## config.mk

```make
export PLATFORM = sky130hd
export DESIGN_NAME = button_repeat_gen
export DESIGN_NICKNAME = d
export VERILOG_FILES = /design/src/rtl/button_repeat_gen.sv
export SDC_FILE = /design/constraint.sdc
export NUM_CORES = 1
export LEC_CHECK = 0
export CORE_ASPECT_RATIO = 0.8
export CORE_MARGIN = 2
export CORE_UTILIZATION = 59
export CTS_CLUSTER_SIZE = 16
export DETAILED_ROUTE_END_ITERATION = 10
export PLACE_DENSITY = 0.78
export SLEW_MARGIN = 20
export SYNTH_ARGS = -nofsm -noshare
export SYNTH_HDL_FRONTEND = slang
export SYNTH_SLANG_ARGS = --single-unit
```

## constraint.sdc

```tcl
create_clock -name clk -period 2 [get_ports clk]
set_clock_uncertainty 0.15 [all_clocks]
set_input_delay 0.5 -clock clk [delete_from_list [all_inputs] [get_ports clk]]
set_output_delay 0.5 -clock clk [all_outputs]
set_load 0.05 [all_outputs]
```

## src/rtl/button_repeat_gen.sv

```systemverilog
// button_repeat_gen: turns raw bouncy up/down push-buttons into clean one-cycle
// step pulses in the clk domain. Each input is synchronised, debounced and
// arbitrated. An accepted press fires one pulse immediately.
// Optional auto-repeat is enabled by defining BTN_AUTOREPEAT_EN. When it is
// defined, a held button first repeats after HOLD_CYCLES and then every
// REPEAT_CYCLES. When it is undefined, each accepted press gives exactly one pulse.
// Pressing both buttons locks out all pulses until both are released.

module button_repeat_gen #(
    parameter int unsigned DEB_CYCLES    = 16,
    parameter int unsigned HOLD_CYCLES   = 64,
    parameter int unsigned REPEAT_CYCLES = 32
) (
    input  logic clk,
    input  logic reset,
    input  logic btn_up,
    input  logic btn_down,
    output logic up_pulse,
    output logic down_pulse,
    output logic up_db,
    output logic down_db
);

    // Reject cycle counts that the 16-bit counters cannot represent.
    if (DEB_CYCLES < 2 || DEB_CYCLES > 65535 ||
        HOLD_CYCLES < 2 || HOLD_CYCLES > 65535 ||
        REPEAT_CYCLES < 2 || REPEAT_CYCLES > 65535) begin : g_bad_params
        $error("button_repeat_gen: cycle parameters must lie in 2..65535");
    end

    localparam logic [15:0] DEB_LAST = 16'(DEB_CYCLES - 32'd1);

`ifdef BTN_AUTOREPEAT_EN
    localparam logic [15:0] HOLD_LAST   = 16'(HOLD_CYCLES - 32'd1);
    localparam logic [15:0] REPEAT_LAST = 16'(REPEAT_CYCLES - 32'd1);

    typedef enum logic [1:0] {
        ST_IDLE   = 2'd0,
        ST_HOLD   = 2'd1,
        ST_REPEAT = 2'd2,
        ST_LOCK   = 2'd3
    } state_t;
`else
    typedef enum logic [1:0] {
        ST_IDLE = 2'd0,
        ST_HOLD = 2'd1,
        ST_LOCK = 2'd3
    } state_t;
`endif

    logic        up_s1_r, up_s2_r, down_s1_r, down_s2_r;
    logic [15:0] up_cnt_r, down_cnt_r;
    logic        up_db_r, down_db_r;
    logic        up_pulse_r, down_pulse_r;
    logic        up_pulse_s, down_pulse_s;
    state_t      state_r, state_s;
    logic        dir_r, dir_s;       // 1 = up, 0 = down
    logic        dir_db_s;           // debounced level of the latched direction
`ifdef BTN_AUTOREPEAT_EN
    logic [15:0] timer_r, timer_s;
`endif

    assign up_pulse   = up_pulse_r;
    assign down_pulse = down_pulse_r;
    assign up_db      = up_db_r;
    assign down_db    = down_db_r;

    assign dir_db_s = dir_r ? up_db_r : down_db_r;

    // Two-flop synchronisers bring the raw buttons into the clk domain.
    always_ff @(posedge clk or posedge reset) begin
        if (reset) begin
            up_s1_r   <= 1'b0;
            up_s2_r   <= 1'b0;
            down_s1_r <= 1'b0;
            down_s2_r <= 1'b0;
        end else begin
            up_s1_r   <= btn_up;
            up_s2_r   <= up_s1_r;
            down_s1_r <= btn_down;
            down_s2_r <= down_s1_r;
        end
    end

    // Up debouncer: accept a new level only after DEB_CYCLES stable cycles.
    always_ff @(posedge clk or posedge reset) begin
        if (reset) begin
            up_cnt_r <= 16'd0;
            up_db_r  <= 1'b0;
        end else if (up_s2_r != up_db_r) begin
            if (up_cnt_r == DEB_LAST) begin
                up_db_r  <= up_s2_r;
                up_cnt_r <= 16'd0;
            end else begin
                up_cnt_r <= up_cnt_r + 16'd1;
            end
        end else begin
            up_cnt_r <= 16'd0;
        end
    end

    // Down debouncer: same filtering as the up input.
    always_ff @(posedge clk or posedge reset) begin
        if (reset) begin
            down_cnt_r <= 16'd0;
            down_db_r  <= 1'b0;
        end else if (down_s2_r != down_db_r) begin
            if (down_cnt_r == DEB_LAST) begin
                down_db_r  <= down_s2_r;
                down_cnt_r <= 16'd0;
            end else begin
                down_cnt_r <= down_cnt_r + 16'd1;
            end
        end else begin
            down_cnt_r <= 16'd0;
        end
    end

    // Arbitration FSM next state: both-pressed lock wins over release, and release wins over a due repeat.
    always_comb begin
        state_s      = state_r;
        dir_s        = dir_r;
        up_pulse_s   = 1'b0;
        down_pulse_s = 1'b0;
`ifdef BTN_AUTOREPEAT_EN
        timer_s      = timer_r;
`endif
        case (state_r)
            ST_IDLE: begin
                if (up_db_r && down_db_r) begin
                    state_s = ST_LOCK;
                end else if (up_db_r) begin
                    up_pulse_s = 1'b1;
                    dir_s      = 1'b1;
                    state_s    = ST_HOLD;
`ifdef BTN_AUTOREPEAT_EN
                    timer_s    = 16'd0;
`endif
                end else if (down_db_r) begin
                    down_pulse_s = 1'b1;
                    dir_s        = 1'b0;
                    state_s      = ST_HOLD;
`ifdef BTN_AUTOREPEAT_EN
                    timer_s      = 16'd0;
`endif
                end else begin
                    state_s = ST_IDLE;
                end
            end
            ST_HOLD: begin
                if (up_db_r && down_db_r) begin
                    state_s = ST_LOCK;
                end else if (!dir_db_s) begin
                    state_s = ST_IDLE;
`ifdef BTN_AUTOREPEAT_EN
                end else if (timer_r == HOLD_LAST) begin
                    up_pulse_s   = dir_r;
                    down_pulse_s = ~dir_r;
                    timer_s      = 16'd0;
                    state_s      = ST_REPEAT;
                end else begin
                    timer_s = timer_r + 16'd1;
                end
`else
                end else begin
                    state_s = ST_HOLD;
                end
`endif
            end
`ifdef BTN_AUTOREPEAT_EN
            ST_REPEAT: begin
                if (up_db_r && down_db_r) begin
                    state_s = ST_LOCK;
                end else if (!dir_db_s) begin
                    state_s = ST_IDLE;
                end else if (timer_r == REPEAT_LAST) begin
                    up_pulse_s   = dir_r;
                    down_pulse_s = ~dir_r;
                    timer_s      = 16'd0;
                end else begin
                    timer_s = timer_r + 16'd1;
                end
            end
`endif
            ST_LOCK: begin
                if (!up_db_r && !down_db_r) begin
                    state_s = ST_IDLE;
                end else begin
                    state_s = ST_LOCK;
                end
            end
            default: begin
                state_s = ST_IDLE;
            end
        endcase
    end

    // FSM state, direction, timer and registered pulse outputs.
    always_ff @(posedge clk or posedge reset) begin
        if (reset) begin
            state_r      <= ST_IDLE;
            dir_r        <= 1'b0;
            up_pulse_r   <= 1'b0;
            down_pulse_r <= 1'b0;
`ifdef BTN_AUTOREPEAT_EN
            timer_r      <= 16'd0;
`endif
        end else begin
            state_r      <= state_s;
            dir_r        <= dir_s;
            up_pulse_r   <= up_pulse_s;
            down_pulse_r <= down_pulse_s;
`ifdef BTN_AUTOREPEAT_EN
            timer_r      <= timer_s;
`endif
        end
    end

endmodule

```

### After elaboration in Yosys (flattened, before gate mapping)

Index checks and enable logic that the tools add are counted.

| word-level totals | value |
|---|---|
| register bits | 43 |
| input bits | 4 |
| output and inout bits | 4 |
| logic and storage cells | 51 |

| operators by class | value |
|---|---|
| $add $sub $neg | 2 |
| eq/ne operators | 6 |
| mux-type cells | 21 |
| bitwise gates (word level) | 1 |
| reduce and logical (&&, ||, !) cells | 9 |

Operators by type and width:

| operator | count |
|---|---|
| $mux W16 | 4 |
| $add A16 B1 Y16 const B | 2 |
| $eq A16 B4 Y1 const B | 2 |
| $mux W1 | 13 |
| $mux W2 | 3 |
| $pmux W2 S3 | 1 |
| $reduce_and A2 Y1 | 2 |
| $reduce_and A3 Y1 | 1 |
| $eq A2 B1 Y1 const B | 1 |
| $eq A2 B2 Y1 const B | 1 |
| $logic_and A1 B1 Y1 | 2 |
| $logic_not A1 Y1 | 2 |
| $logic_not A2 Y1 | 1 |
| $ne A1 B1 Y1 | 2 |
| $reduce_bool A2 Y1 | 1 |
| $not A1 Y1 | 1 |

### Longest topological paths before layout

| depth | value |
|---|---|
| depth after elaboration | 4 |
| gate-level depth with buffers | 6 |
| depth with buffers taken out | 5 |

### Least setup slack after synthesis

OpenSTA, ideal clock, no wires.

| path | value |
|---|---|
| kind | reg2reg |
| start point | register up_cnt_r[0] |
| end point | register up_cnt_r[10] |
| setup time | 0.132 ns |
| arrival time | 1.366 ns |
| required time | 1.718 ns |
| setup slack | 0.352 ns |
| cell stages (with the launch flop) | 7 |
| buffers on the path | 1 |
| clock period less this slack | 1.648 ns |
| cells stage by stage | dfrtp_1 > ha_1 > and3_1 > nand4_1 > nand2_1 > clkbuf_1 > nor2_1 |

| between the ends | value |
|---|---|
| word-level cells in the longest chain between the ends | 3 |
| elaborated cells between the ends (all ways) | 4 |
| classes of those cells | 1 x add/sub; 1 x eq/ne; 2 x mux |

Ends and longest elaborated chain:

| item | line | RTL |
|---|---|---|
| start, declared | 52 | `logic [15:0] up_cnt_r, down_cnt_r;` |
| start signal, assigned | 95 | `up_cnt_r <= up_cnt_r + 16'd1;` |
| $add A16 B1 Y16 or $eq A16 B4 Y1 (tied branches) | 95, 91 |  |
| $mux W16 (*) | 91 | `if (up_cnt_r == DEB_LAST) begin` |
| $mux W16 (*) | 90 | `end else if (up_s2_r != up_db_r) begin` |

Every way passes the cells marked *; elsewhere a longest branch is shown, timed or not.
A chain may end at the register's enable or synchronous reset.

### Final worst setup path

| path | value |
|---|---|
| start point | register down_cnt_r[2] |
| end point | register down_cnt_r[15] |

| between the ends | value |
|---|---|
| word-level cells in the longest chain between the ends | 3 |
| elaborated cells between the ends (all ways) | 4 |
| classes of those cells | 1 x add/sub; 1 x eq/ne; 2 x mux |

Ends and longest elaborated chain:

| item | line | RTL |
|---|---|---|
| start, declared | 52 |  |
| start signal, assigned | 112 | `down_cnt_r <= down_cnt_r + 16'd1;` |
| $add A16 B1 Y16 or $eq A16 B4 Y1 (tied branches) | 112, 108 |  |
| $mux W16 (*) | 108 | `if (down_cnt_r == DEB_LAST) begin` |
| $mux W16 (*) | 107 | `end else if (down_s2_r != down_db_r) begin` |

Marked as above.

==> results.sh <==
export IMPL_r2r_setup_slack_ps=140
export IMPL_antenna_found_initial=0
export IMPL_pwr_share_clk_pct=40.5
export IMPL_grt_max_degree=44
export IMPL_vias_per_cell=5.854
export IMPL_drc=0
export IMPL_post_dp_hpwl_um=2405
export IMPL_synth_top_family_by_area="simple AND/OR/NAND/NOR gates"
export IMPL_port_buffer_count=7
export IMPL_synth_compound_area_share_pct=3.485
export IMPL_drv_slew=0
export IMPL_powerDensity_nw_per_um2=707.0
export IMPL_worst_pin_slew_ps=521.8
export IMPL_ys_ff_latch=43
export IMPL_grt_pass1_wl_um=6216
export IMPL_power_leakage_nw=0.9711
export IMPL_grt_pass1_vias=1353
export IMPL_cts_tree="done"
export IMPL_htreeDepth=2
export IMPL_wirelength_um=3511
export IMPL_status="complete, no violations"
export IMPL_tns_ps=0
export IMPL_setup_viol=0
export IMPL_cts_resized_gates=0
export IMPL_path_class="flop to flop"
export IMPL_rr_worst_depth=4
export IMPL_die_area_sq_um=3894
export IMPL_pwr_share_seq_pct=56.0
export IMPL_numClockSinks=43
export IMPL_synth_fa_ha_area_share_pct=4.356
export IMPL_grt_remaining_overflow=0
export IMPL_gp_congestion=0.8660
export IMPL_p_switching_w=0.0003287
export IMPL_ant_nets=0
export IMPL_placed_cells=240
export IMPL_hold_viol=0
export IMPL_start_util_pct=63.32
export IMPL_dieHeight_um=56.22
export IMPL_area_growth_pct=12.38
export IMPL_holdBufCountCts=0
export IMPL_arrival_ps=1930
export IMPL_numCtsBuffers=5
export IMPL_drv_cap=0
export IMPL_required_ps=2070
export IMPL_cp_start_kind="flop"
export IMPL_synth_simple_area_share_pct=24.27
export IMPL_hp_class="flop to flop"
export IMPL_num_antenna_cells=0
export IMPL_holdPathStages=0
export IMPL_synth_xor_xnor_area_share_pct=11.33
export IMPL_clock_insertion_delay_worst_skew_ps=300
export IMPL_nFillCells=222
export IMPL_timing_fmax_mhz=537.5
export IMPL_cts_setup_buffers=0
export IMPL_row_count=18
export IMPL_vias=1446
export IMPL_final_common_cell="dfrtp_1"
export IMPL_seqCellArea_sq_um=1076
export IMPL_clockBufferDepth=2
export IMPL_ys_seq_area_share_pct=53.52
export IMPL_io_pins=8
export IMPL_internal_power_w=0.001269
export IMPL_fp_dieW_um=69.27
export IMPL_synth_avg_cell_area_sq_um=10.36
export IMPL_syn_area_sq_um=2011
export IMPL_final_cell_mix="dfrtp_1 (43), nor2_1 (30), xnor2_1 (16)"
export IMPL_multi_input_area_sq_um=895.9
export IMPL_endpoint_kind="flop"
export IMPL_core_sq_um=3176
export IMPL_drt_iter0_markers=108
export IMPL_drive_above_1_share_pct=7.729
export IMPL_period_share_pct=93.03
export IMPL_ir_worst_vdd_uv=580.6
export IMPL_wl_per_cell_um=14.21
export IMPL_gr_usage_all_layers_pct=20.53
export IMPL_layout_cells_non_filler=247
export IMPL_swShare_pct=20.58
export IMPL_ys_types=27
export IMPL_critPathMaxFanout=5
export IMPL_cts_root_buf="clkbuf_8"
export IMPL_finalCriticalPeriod_ps=1861
export IMPL_yosys_warnings=0
export IMPL_rsz0062_at_grt="false"
export IMPL_syn_inst=194
export IMPL_combPwrFrac_pct=3.5
export IMPL_yosys_mux_area_fraction_pct=1.120
export IMPL_clk_pin_slew_ps=80
export IMPL_nets=218
export IMPL_drtPass1Iterations=4
export IMPL_timing_slew_headroom_pct=65.13
export IMPL_synthesis_nets=205
[layout make-up]
cell class	instances	share of cell area [%]
clock buffer	6	3.212
clock inverter	1	1.329
inverter	8	1.329
multi-input combinational	141	39.65
sequential	43	47.62
tap	40	2.215
timing repair buffer	8	4.651
[state kept, by name, indices dropped and copies added, names as in the netlist]
name        flops
down_cnt_r     16
down_s2_r       1
up_pulse        1
down_pulse      1
up_cnt_r       16
up_s2_r         1
state_r         2
up_s1_r         1
up_db           1
down_db         1
dir_r           1
down_s1_r       1
[cell usage after synthesis]
cell	instances	area, sq um
inv_1	8	30.03
mux2_2	2	22.52
nand3b_1	1	7.510
or2_1	1	6.260
dfrtp_1	43	1076
xnor2_1	16	140.1
or4_1	2	15.01
nand4_1	8	50.05
and2_1	3	18.77
or3_1	2	12.51
clkbuf_1	1	3.750
o31ai_1	2	15.01
nand3_4	1	17.52
ha_1	7	87.58
nand3_1	10	50.05
xor2_1	10	87.58
or2_4	1	8.760
and4_1	2	17.52
nor3_1	6	30.03
nor2_1	30	112.6
nand2_1	11	41.29
o21ai_0	6	30.03
nor4_1	9	56.30
nand4_2	1	12.51
buf_2	1	5.000
a21oi_1	5	25.02
and3_1	5	31.28
[metrics by stage]
stage | worst slack [ps] | power (W) | utilization [%] | area, sq um | hold slack (ps)
4_1_cts | 148.0 | 0.001614 | 71.16 | 2260 | 212.0
3_3_place_gp | 218.4 | 0.0009654 | 67.93 | 2157 | 192.1
3_5_place_dp | 161.9 | 0.0009690 | 67.93 | 2157 | 195.0
2_1_floorplan | 347.3 | 0.0009454 | - | 2011 | 181.2
6_report | 139.4 | 0.001598 | 71.16 | 2260 | 208.9
5_1_grt | 1.429 | 0.001660 | 71.16 | 2260 | 215.3
[worst max-delay path, cell delays in order (launching register included)]
cell and delay, ps:
dfrtp_1 420, nand4_1 260, or2_4 330, or4_1 460, a21oi_1 150
[power groups by stage]
stage	Combinational, W	Clock (W)	Sequential (W)
final	0.0000554	0.000647	0.000895
after floorplan	0.0000356	0	0.000910
after detailed placement	0.0000568	0	0.000912
after global placement	0.0000543	0	0.000911
after CTS	0.0000571	0.000662	0.000895
after global routing	0.0000639	0.000699	0.000897
[cell families (layout without fill, tap and decap cells)]
logic type,Yosys count,count (layout)
adder cells (fa/ha/maj),7,7
AND/OR/NAND/NOR,93,93
buffers and inverters,10,23
flip-flops,43,43
XOR/XNOR,26,26
AO/OA/AOI/OAI,13,13
multiplexers,2,2
[layer usage]
| metal | vias to the layer above | GRT usage, % | routed length (um) |
|---|---|---|---|
| met2 | 43 | 31.32 | 1612 |
| met4 | 0 | 9.244 | 72 |
| met1 | 699 | 28.16 | 1640 |
| met3 | 10 | 4.710 | 186 |
| met5 | - | 0 | 0 |
| li1 | 694 | - | - |
[final timing paths]
check | from | to
max in group asynchronous | reset | down_cnt_r[7]$_DFF_PP0_
hold reg to reg | up_s1_r$_DFF_PP0_ | up_s2_r$_DFF_PP0_
hold / removal | up_s1_r$_DFF_PP0_ | up_s2_r$_DFF_PP0_
min in group asynchronous | reset | up_cnt_r[4]$_DFF_PP0_
setup / recovery | down_cnt_r[2]$_DFF_PP0_ | down_cnt_r[15]$_DFF_PP0_
setup reg to reg | down_cnt_r[2]$_DFF_PP0_ | down_cnt_r[15]$_DFF_PP0_
Power figures use the tool's default switching activity.
==> edit (same settings) <==
Register the input `btn_down` before use. The logic sees it one clock later. The other inputs are not delayed to match.
--- a/src/rtl/button_repeat_gen.sv
+++ b/src/rtl/button_repeat_gen.sv
@@ -23,2 +23,8 @@
 
+    logic btn_down_q;
+
+    always_ff @(posedge clk) begin
+        btn_down_q <= btn_down;
+    end
+
     // Reject cycle counts that the 16-bit counters cannot represent.
@@ -79,3 +85,3 @@
             up_s2_r   <= up_s1_r;
-            down_s1_r <= btn_down;
+            down_s1_r <= btn_down_q;
             down_s2_r <= down_s1_r;
Check against the original RTL: no difference found for any inputs over 10 cycles, from zero or initial values and one cycle with reset high; that may be too few to reach the edited logic, so the function may still have changed.
==> edit against the unedited design <==
  * Utilization decreased by 3.8 points
  * Cell area increased by 1.3%
  * Sequential cell count increased by 1
  * Area after synthesis increased by 2.7%
  * First-iteration DRC count decreased by 12%
  * Wire length increased by 11%
  * Power decreased by 4.4%
  * Setup slack improved by 0.083 ns
  * Critical endpoint is now up_cnt_r[14]
  * Largest power group unchanged
==> edit: results (changes against the unedited design) <==
wl_um: 3908  # was 3511 um
viasPerCell: 6.000  # was 5.854
ys.warnings.count: 0  # unchanged
clockBufferDepth: 2  # unchanged
p_sw_share_pct: 23.49  # was 20.58%
worstRegToRegCells: 5  # was 4
crit_fanout: 5  # unchanged
grt_usage_pct: 22.18  # was 20.53%
power_leakage_nw: 0.9685  # was 0.9711 nW
tightestPinTransition_ns: 0.3740  # was 0.5218 ns
pg_clk_mw: 0.549  # was 0.647 mW
cts-root-buf: "clkbuf_8"  # unchanged
reg.largest.list: "down_cnt_r x16, up_cnt_r x16, state_r x2"  # unchanged
ir_drop_mv: 0.5253  # was 0.5806 mV
nNetsFinal: 226  # was 218
setup_viol_count_final: 0  # unchanged
clk_latency_ns: 0.30  # about the same
dr.pass1.iters: 6  # was 4
cts_buffers: 5  # unchanged
ys_types: 27  # unchanged
synth_fp_nets: 214  # was 205
grt_max_degree: 26  # was 44
place_congestion: 0.9479  # was 0.8660
cp.arrival_ns: 1.82  # was 1.93 ns
grt_pass1_wl_um: 6775  # was 6216 um
fin_hold_ws_ns: 0.1944  # was 0.2089 ns
cp-endpoint: "up_cnt_r[14]"  # was down_cnt_r[15]
yosys-top-cells-area: "dfrtp_1 (52%), xnor2_1 (8.1%), nor2_1 (6.2%)"  # was dfrtp_1 (54%), xnor2_1 (7.0%), nor2_1 (5.6%)
drt_iter0_markers: 95  # was 108
io_buffers: 7  # unchanged
grt_antenna_before_repair: 0  # unchanged
synth_commonest_cells: "dfrtp_1 (43), nor2_1 (34), xnor2_1 (19), nand4_1 (14), nand2_1 (12)"  # was dfrtp_1 (43), nor2_1 (30), xnor2_1 (16), nand2_1 (11)
post-place-ws_ns: 0.1211  # was 0.1619 ns
postCtsSetupBuffers: 0  # unchanged
startpoint: "up_cnt_r[0]"  # was down_cnt_r[2]
synthArstFlopShare_pct: 97.73  # was 100.0%
ys_seq_area_share_pct: 53.06  # was 53.52%
synthFlopType: "dfrtp_1"  # unchanged
n_antenna_cell: 0  # unchanged
rrSetupSlack_ns: 0.22  # was 0.14 ns
status: "finished clean"  # unchanged
grt_pass1_vias: 1491  # was 1353
htreeDepth: 2  # unchanged
drive_gt1_share_pct: 9.259  # was 7.729%
dp_hpwl_um: 2734  # was 2405 um
p_comb_share_pct: 3.9  # was 3.5%
clkSlewWorstSetupHoldPaths_ns: 0.08  # about the same
period_minus_slack_ns: 1.777  # was 1.861 ns
hp-class: "reg2reg"  # unchanged
n_fill_cell: 254  # was 222
==> edit: through the flow <==
stage | instances | instance area (um2) | total power [mW]
4_1_cts | 258 | 2286 | 1.544
5_1_grt | 258 | 2288 | 1.580
3_5_place_dp | 250 | 2201 | 0.9969
3_3_place_gp | 250 | 2201 | 0.9927
6_report | 258 | 2288 | 1.528
2_1_floorplan | 203 | 2066 | 0.9723
==> edit: repair_timing <==
action,4_1_cts,5_1_grt
gates resized for setup,0,1
hold endpoints to repair,0,0
endpoints found under the setup margin,0,15
==> edit: worst max-delay path, stage by stage (launching register included) <==
cell and delay, ns:
dfrtp_1 0.43, ha_1 0.23, nand4_1 0.23, nor4_1 0.38, xnor2_1 0.18, nor2_1 0.07
==> edit: routing by layer <==
metal	routed length [um]	track usage (%)
met3	225	7.720
met5	0	0
met2	1874	34.01
met4	84	9.066
met1	1723	29.27
==> edit: cells by family after synthesis <==
kind of cell,count (synthesis),share of synthesized area [%]
muxes,2,1.090
adders and majority gates,7,4.240
buffers and inverters,11,2.301
xor gates and xnor gates,28,11.87
AOI/OAI and AO/OA,9,2.301
DFF,44,53.06
and+or+nand+nor,102,25.14
==> edit: worst min-delay path by stage <==
stage          startpoint   endpoint  depth (start not counted)
2_1_floorplan  btn_down_q  down_s1_r                          0
3_3_place_gp   btn_down_q  down_s1_r                          0
3_5_place_dp   btn_down_q  down_s1_r                          0
4_1_cts        btn_down_q  down_s1_r                          0
5_1_grt        btn_down_q  down_s1_r                          0
6_report       btn_down_q  down_s1_r                          0
==> edit: final cells by class <==
cell class                 instances  area share [%]
inverter                           6          0.9841
tap                               42           2.296
sequential                        44           47.90
clock inverter                     2          0.5467
timing repair buffer              10           4.702
multi-input combinational        148           40.40
clock buffer                       6           3.171
